--- config.mk ---
export PLATFORM = sky130hd
export DESIGN_NAME = database_stage_reader
export DESIGN_NICKNAME = d
export VERILOG_FILES = /design/src/rtl/database_stage_reader.sv
export SDC_FILE = /design/constraint.sdc
export NUM_CORES = 1
export LEC_CHECK = 0
export ABC_AREA = 1
export BUFFER_PORTS_ARGS = -buffer_cell sky130_fd_sc_hd__buf_2
export CAP_MARGIN = 0
export CORE_MARGIN = 10
export CORE_UTILIZATION = 35
export CTS_CLUSTER_DIAMETER = 100
export DETAILED_ROUTE_END_ITERATION = 6
export SLEW_MARGIN = 30
export SYNTH_ARGS = -nofsm -noshare
export SYNTH_HDL_FRONTEND = slang
export SYNTH_SLANG_ARGS = --single-unit
--- constraint.sdc ---
create_clock -name clk -period 2.63 [get_ports clk]
set_input_delay 0.263 -clock clk [delete_from_list [all_inputs] [get_ports clk]]
set_output_delay 0.263 -clock clk [all_outputs]
set_load 0.03 [all_outputs]
--- src/rtl/database_stage_reader.sv ---
// Consumer side of one streamed stage database: fetches classifier records and
// stage thresholds word by word and hands records to the feature evaluator.
module database_stage_reader #(
  parameter int unsigned DATA_WIDTH_16            = 16,
  parameter int unsigned DATA_WIDTH_12            = 12,
  parameter int unsigned NUM_PARAM_PER_CLASSIFIER = 18,
  parameter int unsigned NUM_STAGE_THRESHOLD      = 3,
  parameter int unsigned NUM_CLASSIFIERS_STAGE    = 32
) (
  input  logic                                              clk,
  input  logic                                              reset,
  input  logic                                              i_start,
  output logic                                              o_enable,
  input  logic [DATA_WIDTH_16-1:0]                          i_data,
  input  logic                                              i_end_database,
  output logic                                              o_classifier_valid,
  input  logic                                              i_classifier_ready,
  output logic [NUM_PARAM_PER_CLASSIFIER*DATA_WIDTH_16-1:0] o_classifier_param,
  output logic [DATA_WIDTH_12-1:0]                          o_classifier_index,
  output logic [NUM_STAGE_THRESHOLD*DATA_WIDTH_16-1:0]      o_stage_threshold,
  output logic                                              o_done,
  output logic                                              o_busy,
  output logic                                              o_error
);

  localparam int unsigned DW   = DATA_WIDTH_16;
  localparam int unsigned IW   = DATA_WIDTH_12;
  localparam int unsigned NP   = NUM_PARAM_PER_CLASSIFIER;
  localparam int unsigned NT   = NUM_STAGE_THRESHOLD;
  localparam int unsigned NC   = NUM_CLASSIFIERS_STAGE;
  localparam int unsigned PW   = NP * DW;
  localparam int unsigned TW   = NT * DW;
  localparam int unsigned MAXW = (NP > NT) ? NP : NT;
  localparam int unsigned CW   = $clog2(MAXW + 1);

  typedef enum logic [2:0] {
    S_IDLE, S_FETCH, S_DRAIN, S_PRESENT, S_TFETCH, S_TDRAIN, S_DONE
  } state_e;

  state_e          state_q, state_d;
  logic [CW-1:0]   req_cnt_q, req_cnt_d;
  logic [CW-1:0]   rcv_cnt_q, rcv_cnt_d;
  logic            in_flight_q, in_flight_d;
  logic [PW-1:0]   param_q, param_d;
  logic [TW-1:0]   thresh_q, thresh_d;
  logic [IW-1:0]   idx_q, idx_d;
  logic            enable_q, enable_d;
  logic            valid_q, valid_d;
  logic            done_q, done_d;
  logic            busy_q, busy_d;
  logic            error_q, error_d;

  logic            capture_c;
  logic            thr_mode_c;
  logic            last_word_c;
  logic            flag_bad_c;

  // State and datapath registers
  always_ff @(posedge clk) begin
    if (!reset) begin
      state_q     <= S_IDLE;
      req_cnt_q   <= '0;
      rcv_cnt_q   <= '0;
      in_flight_q <= 1'b0;
      param_q     <= '0;
      thresh_q    <= '0;
      idx_q       <= '0;
      enable_q    <= 1'b0;
      valid_q     <= 1'b0;
      done_q      <= 1'b0;
      busy_q      <= 1'b0;
      error_q     <= 1'b0;
    end else begin
      state_q     <= state_d;
      req_cnt_q   <= req_cnt_d;
      rcv_cnt_q   <= rcv_cnt_d;
      in_flight_q <= in_flight_d;
      param_q     <= param_d;
      thresh_q    <= thresh_d;
      idx_q       <= idx_d;
      enable_q    <= enable_d;
      valid_q     <= valid_d;
      done_q      <= done_d;
      busy_q      <= busy_d;
      error_q     <= error_d;
    end
  end

  // Next-state, word capture and registered output decode
  always_comb begin
    state_d     = state_q;
    req_cnt_d   = req_cnt_q;
    rcv_cnt_d   = rcv_cnt_q;
    in_flight_d = enable_q;
    param_d     = param_q;
    thresh_d    = thresh_q;
    idx_d       = idx_q;
    error_d     = error_q;

    // A word is on i_data exactly one cycle after its request cycle
    capture_c   = in_flight_q && (state_q inside {S_FETCH, S_DRAIN, S_TFETCH, S_TDRAIN});
    thr_mode_c  = state_q inside {S_TFETCH, S_TDRAIN};
    last_word_c = thr_mode_c && (rcv_cnt_q == CW'(NT - 1));
    flag_bad_c  = capture_c && (i_end_database != last_word_c);

    if (capture_c) begin
      rcv_cnt_d = rcv_cnt_q + CW'(1);
      for (int unsigned k = 0; k < NP; k++) begin
        if (!thr_mode_c && (rcv_cnt_q == CW'(k))) param_d[k*DW +: DW] = i_data;
      end
      for (int unsigned k = 0; k < NT; k++) begin
        if (thr_mode_c && (rcv_cnt_q == CW'(k))) thresh_d[k*DW +: DW] = i_data;
      end
    end

    case (state_q)
      S_IDLE, S_DONE: begin
        if (i_start) begin
          state_d   = S_FETCH;
          idx_d     = '0;
          req_cnt_d = '0;
          rcv_cnt_d = '0;
          error_d   = 1'b0;
        end
      end
      S_FETCH: begin
        if (req_cnt_q == CW'(NP - 1)) begin
          req_cnt_d = '0;
          state_d   = S_DRAIN;
        end else begin
          req_cnt_d = req_cnt_q + CW'(1);
        end
      end
      S_DRAIN:   state_d = S_PRESENT;
      S_PRESENT: begin
        if (i_classifier_ready) begin
          rcv_cnt_d = '0;
          if (idx_q < IW'(NC - 1)) begin
            idx_d   = idx_q + IW'(1);
            state_d = S_FETCH;
          end else begin
            state_d = S_TFETCH;
          end
        end
      end
      S_TFETCH: begin
        if (req_cnt_q == CW'(NT - 1)) begin
          req_cnt_d = '0;
          state_d   = S_TDRAIN;
        end else begin
          req_cnt_d = req_cnt_q + CW'(1);
        end
      end
      S_TDRAIN: state_d = S_DONE;
      default:  state_d = S_IDLE;
    endcase

    // End-flag violation aborts the stage, dropping any partial record
    if (flag_bad_c) begin
      state_d   = S_DONE;
      req_cnt_d = '0;
      error_d   = 1'b1;
    end

    enable_d = state_d inside {S_FETCH, S_TFETCH};
    valid_d  = (state_d == S_PRESENT);
    done_d   = (state_d == S_DONE);
    busy_d   = !(state_d inside {S_IDLE, S_DONE});
  end

  assign o_enable           = enable_q;
  assign o_classifier_valid = valid_q;
  assign o_classifier_param = param_q;
  assign o_classifier_index = idx_q;
  assign o_stage_threshold  = thresh_q;
  assign o_done             = done_q;
  assign o_busy             = busy_q;
  assign o_error            = error_q;

endmodule

### Word-level counts from Yosys, hierarchy flattened

Cells that the tools add are included.

* register bits: 367
* input bits: 21
* output and inout bits: 353
* logic and storage cells: 153

* add/subtract/negate cells: 3
* reductions and logical operators: 62
* magnitude comparators: 1
* bitwise logic cells: 1
* mux-type cells: 22
* eq/ne operators: 33

Operators by type and width (count)
* 2-bit AND reduction: 23
* 5-bit by 4-bit equality test with 1-bit output, second input constant: 8
* 12-bit 2-to-1 mux: 3
* 5-bit 2-to-1 mux: 6
* 12-bit one-hot mux with 2 select lines: 1
* 1-bit logical AND: 23
* 5-bit by 3-bit equality test with 1-bit output, second input constant: 4
* 3-bit 2-to-1 mux: 6
* 3-bit one-hot mux with 6 select lines: 1
* 3-bit equality test, second input constant: 5
* 5-bit by 2-bit equality test with 1-bit output, second input constant: 3
* 5-bit equality test, second input constant: 3
* 5-bit one-hot mux with 3 select lines: 1
* 12-bit by 1-bit adder with 12-bit output, second input constant: 1
* 12-bit by 5-bit less-than comparator with 1-bit output, second input constant: 1
* 2-bit nonzero test: 6
* 5-bit by 1-bit adder with 5-bit output, second input constant: 2
* 5-bit one-hot mux with 2 select lines: 1
* 3-bit by 2-bit equality test with 1-bit output, second input constant: 3
* 3-bit by 1-bit equality test with 1-bit output, second input constant: 2
* 3-bit zero test: 2
* 2-bit inequality test, second input constant: 3
* 5-bit by 1-bit equality test with 1-bit output, second input constant: 1
* 5-bit zero test: 1
* 8 further kinds: 12

### Depth between registers and ports, before layout

* depth in word-level cells: 9
* mapped depth: 14
* gate-level depth less buffers: 13

### Least setup slack after synthesis

No wires, ideal clock.

* path kind: reg2reg
* from: reg state_q[1]
* to: reg param_q[181], in the netlist o_classifier_param[181]
* required time: 2.498 ns
* buffers on the path: 4
* slack: 0.770 ns
* data arrival time: 1.728 ns
* library setup time: 0.132 ns
* stages on the path, launching flop included: 15
* period minus slack after synthesis: 1.860 ns
* cells stage by stage: dfxtp_1 > buf_4 > nor2_1 > nand2_1 > nand2_1 > buf_6 > nor2_4 > nor2_8 > nand2_8 > nor2_2 > buf_6 > nand2_2 > buf_4 > nand2_1 > a21oi_1

* word-level cells in the longest chain between the ends: 5
* elaborated cells on any way between the ends: 10
* those cells by class: eq/ne (4); reduce/logical (6)

Ends and longest elaborated chain
* start, declared: line 40 `state_e state_q, state_d;`
* start signal, assigned: line 74 `state_q <= state_d;`
* 3-bit equality test: line 101, 102
* 2-bit nonzero test: line 102 `thr_mode_c = state_q inside {S_TFETCH, S_TDRAIN};`
* 1-bit zero test: line 109 `if (!thr_mode_c && (rcv_cnt_q == CW'(k))) param_d[k*DW +: DW] = i_data;`
* 1-bit logical AND: line 109
* 2-bit AND reduction (no source line) (*)
* end signal, assigned: line 78 `param_q <= param_d;`
* end, declared: line 44 `logic [PW-1:0] param_q, param_d;`

Mark *: on every way between the ends. The rest lies on a longest branch, timed or not.
A chain may end at the register's enable or synchronous reset.

### Worst setup path after layout

* from: reg state_q[2]
* to: reg param_q[181], in the netlist o_classifier_param[181]

Same word-level chain as after synthesis.

==> results.md <==
- Outcome: finished, final reports clean
- Number of register bits inferred by synthesis: 367
- VDD IR-drop max: 0.000470 V
- FF-to-FF End: o_classifier_param[181]
- # nets final: 2090
- Proportion of synthesized flip-flops having asynchronous set or reset: 0%
- Synthesis-to-finish area growth: 24.9%
- Post-synthesis xor/xnor area fraction: 0.318%
- Number of iterations in the first detailed-routing pass: 6
- Final wirelength: 51700 um
- Leading cell type by number of instances after synthesis: nand2_1
- Post-synthesis compound-gate area fraction: 15.1%
- Proportion of synthesized area in mux cells: 0%
- Die height: 218 um
- Initial DRC Count: 1104
- Startpoint of the most critical hold path: i_start
- Setup Crit Path Kind: flip-flop to flip-flop
- Post-Route Setup TNS: 0 ns
- Placed Cells incl. Taps: 2535
- Min-Delay Endpoint: o_error
- Required time of the critical path: 3.06 ns
- Worst hold path depth: 4
- Clock period minus final worst setup slack: 2.36 ns
- Number of non-filler instances in the completed layout: 2610
- Std-Cell Rows: 72
- Htree depth: 2
- Count of mapped cells out of synthesis: 1751
- # setup viols final: 0
- Core ar.: 38700 um^2
- Total count of max-transition violations in the final report: 0
- Hold-fix buffers, CTS: 0
- Clock-pin slew on the worst setup and hold paths: 0.06 ns
- Initial antenna violation count: 0
- Reported max-cap violation count: 0
- Most common library cells after synthesis: nand2_1, dfxtp_1, a21oi_1
- Floorplan die area: 47600 um^2
- Routability Congestion: 0.826
- Fillers: 3849
- Width of the die: 218 um
- Max Clock Freq: 0.424 GHz
- Clock Skew: 0.0217 ns
- Pwr dens: 680 nW/um^2
- Comb power frac: 5.0%
- Clock latency at the later pin of the worst-skew pair: 0.57 ns
- Share of total power in the clock network: 47.0%
- Total Power: 11700 uW
- Area fraction of the dominant cell type after synthesis: 53.4%
- Cell chosen for the clock root: clkbuf_16
- Unrepaired setup endpoints after global routing: no
- Antenna diode instance count: 0
- Clock Tree Buf Depth: 3
- TritonCTS clock tree: built
- Ys Warns: 0
- Setup slack on the worst flop-to-flop path: 0.27 ns
- Remaining global-route overflow: 0
- Switching Power: 2900 uW
- Starting utilization of the core area: 35.5%
- Crit Reg-Reg Startpoint: state_q[2]
- Final standard cell utilization of the core: 44.4%
- Storage element area: 7350 um^2
- Sink Count: 367
- Number of remaining DRC errors: 0
- Multi-input logic area: 5420 um^2
- Net switching share of the total power: 24.8%
- Final design area excluding fillers: 17200 um^2
- Largest family of logic cells by synthesized area: simple AND/OR/NAND/NOR gates
- Startpoint type of the worst setup path: flip-flop
- Top fanout value on the critical path: 17
- All-Layer GR Usage: 20.3%
- Total count of hold-check failures in the final report: 0
- Worst R2R Path Depth: 10
- Adder and majority gate portion of the synthesized area: 0.819%
- Via count of the first global-routing pass: 12.1k
- Fraction of power consumed by sequential logic: 48.0%
- Primary FF master, synth: dfxtp_1
- Fraction of the yosys area taken by sequential cells: 53.4%
- Yosys top cell by area: dfxtp_1
- Average cell area after synthesis: 7.86 um^2
- I/O Pins: 374
- Routed Antenna Nets: 0
- Number of distinct library cells after synthesis: 34
- Net count after synthesis: 1781
- Leading cell types by total area after synthesis: dfxtp_1, nand2_1, a21oi_1
- Class of the tightest hold or removal check: input pin to flip-flop
- Post-synth EDFFs: 0
- Tightest slew margin relative to the limit: 45.1%
- First-pass GRT wire length: 75300 um
- Crit. End Element: flip-flop
- Quantity of I/O buffers inserted on ports: 373
- Inserted Clock Buffers: 41
- DP HPWL: 34700 um
- Leak: 0.00722 uW
- Total via count after detailed routing: 13.0k
- Share of the clock period used by the worst path: 89.8%
- Routed len/inst: 19.8 um
- Simple-gate share of the synthesized area: 22.7%
- Cell area reported after detailed placement: 15800 um^2
- Design internal power: 8800 uW
- Per-cell via count in the routed design: 4.98
- Worst-Margin Slew: 0.823 ns
- Largest net degree at the start of global routing: 133
- WP data arrival: 2.79 ns
- Mapped cell area: 13800 um^2
- Share of final-layout standard cells stronger than drive strength 1: 23.5%
cell usage in the layout, fill, tap and decap left out, types with 2 or more instances in the layout:
cell | netlist | final
ha_1 | 9 | 9
a21oi_1 | 313 | 313
nor2_2 | 2 | 2
nor2_4 | 2 | 2
buf_4 | 15 | 25
clkinv_2 | 0 | 5
nor3_4 | 7 | 7
nor2_1 | 102 | 102
nand2_2 | 4 | 7
inv_1 | 94 | 94
clkinv_4 | 0 | 2
a31oi_1 | 2 | 2
nand3_4 | 0 | 7
clkbuf_8 | 0 | 6
nand3_1 | 97 | 97
dfxtp_1 | 367 | 367
nand2_1 | 470 | 467
nand4_1 | 21 | 21
nor3_1 | 10 | 10
buf_12 | 0 | 2
clkbuf_1 | 89 | 16
a211oi_1 | 5 | 5
o21ai_0 | 86 | 86
xor2_1 | 5 | 5
inv_8 | 0 | 2
clkinvlp_4 | 0 | 2
clkinv_1 | 3 | 3
buf_2 | 17 | 373
clkbuf_16 | 0 | 41
nand2_4 | 2 | 2
metrics by stage:
step                setup slack, ns  hold slack, ns
global route                 0.0448          0.0592
global placement              0.122           0.419
detailed placement           0.0244           0.426
floorplan                     0.770           0.455
CTS                          0.0147          0.0341
finish                        0.269          0.0566
per-layer routing:
layer / vias up / track usage (%) / routed length (um) / part of all wire, %
li1: 6316 / - / - / -
met1: 6107 / 26.6 / 22600 / 44
met2: 511 / 31.9 / 23300 / 45
met3: 73 / 6.38 / 4660 / 9.0
met4: 0 / 5.32 / 1090 / 2.1
met5: - / 0 / 0 / 0
power groups by stage:
stage	logic (uW)	clock network, uW	registers (uW)
after global placement	568	0	5730
after floorplan	340	0	5760
after detailed placement	573	0	5730
final	584	5500	5610
after CTS	576	5590	5610
after global routing	628	5800	5610
sequential cells by signal, indices dropped and copies added, names as in the netlist:
name	count
o_classifier_param	288
o_stage_threshold	48
o_classifier_index	12
rcv_cnt_q	5
req_cnt_q	5
state_q	3
in_flight_q	1
o_busy	1
o_classifier_valid	1
o_done	1
o_enable	1
o_error	1
area by class of cell:
type | count | area share (%)
sequential | 367 | 42.7
multi-input combinational | 1150 | 31.5
timing repair buffer | 400 | 12.2
clock buffer | 63 | 6.80
tap | 518 | 3.77
inverter | 100 | 2.27
clock inverter | 12 | 0.721
kinds of logic (layout without fill, tap and decap cells):
group,Yosys count,in the layout
AND/OR/NAND/NOR,727,727
buffers and inverters,234,575
flip-flops,367,367
adder cells (fa/ha/maj),9,9
XOR/XNOR,5,5
AO/OA/AOI/OAI,409,409
critical path, cell delays in order, from the launching register on:
cell and delay, ns:
dfxtp_1 0.45, nand3_1 0.15, nand2_2 0.22, nor2_4 0.08
nor2_8 0.21, nand2_8 0.17, nor2_2 0.23, buf_4 0.27
nand2_2 0.24, nand2_1 0.13, a21oi_1 0.06
what timing repair did:
action | in CTS | in global routing
setup endpoints to repair | 0 | 166
setup buffers | 0 | 0
endpoints found under the hold margin | 0 | 0
resized for setup | 0 | 11
worst max-delay path by stage:
stage	endpoint	cells past startpoint	start
floorplan	o_classifier_param[181]	14	state_q[1]
global placement	o_classifier_param[29]	10	state_q[1]
detailed placement	o_classifier_param[18]	9	state_q[2]
CTS	o_classifier_param[17]	10	state_q[1]
global route	o_classifier_param[186]	10	state_q[2]
finish	o_classifier_param[181]	10	state_q[2]
(Power assumes the default switching activity.)
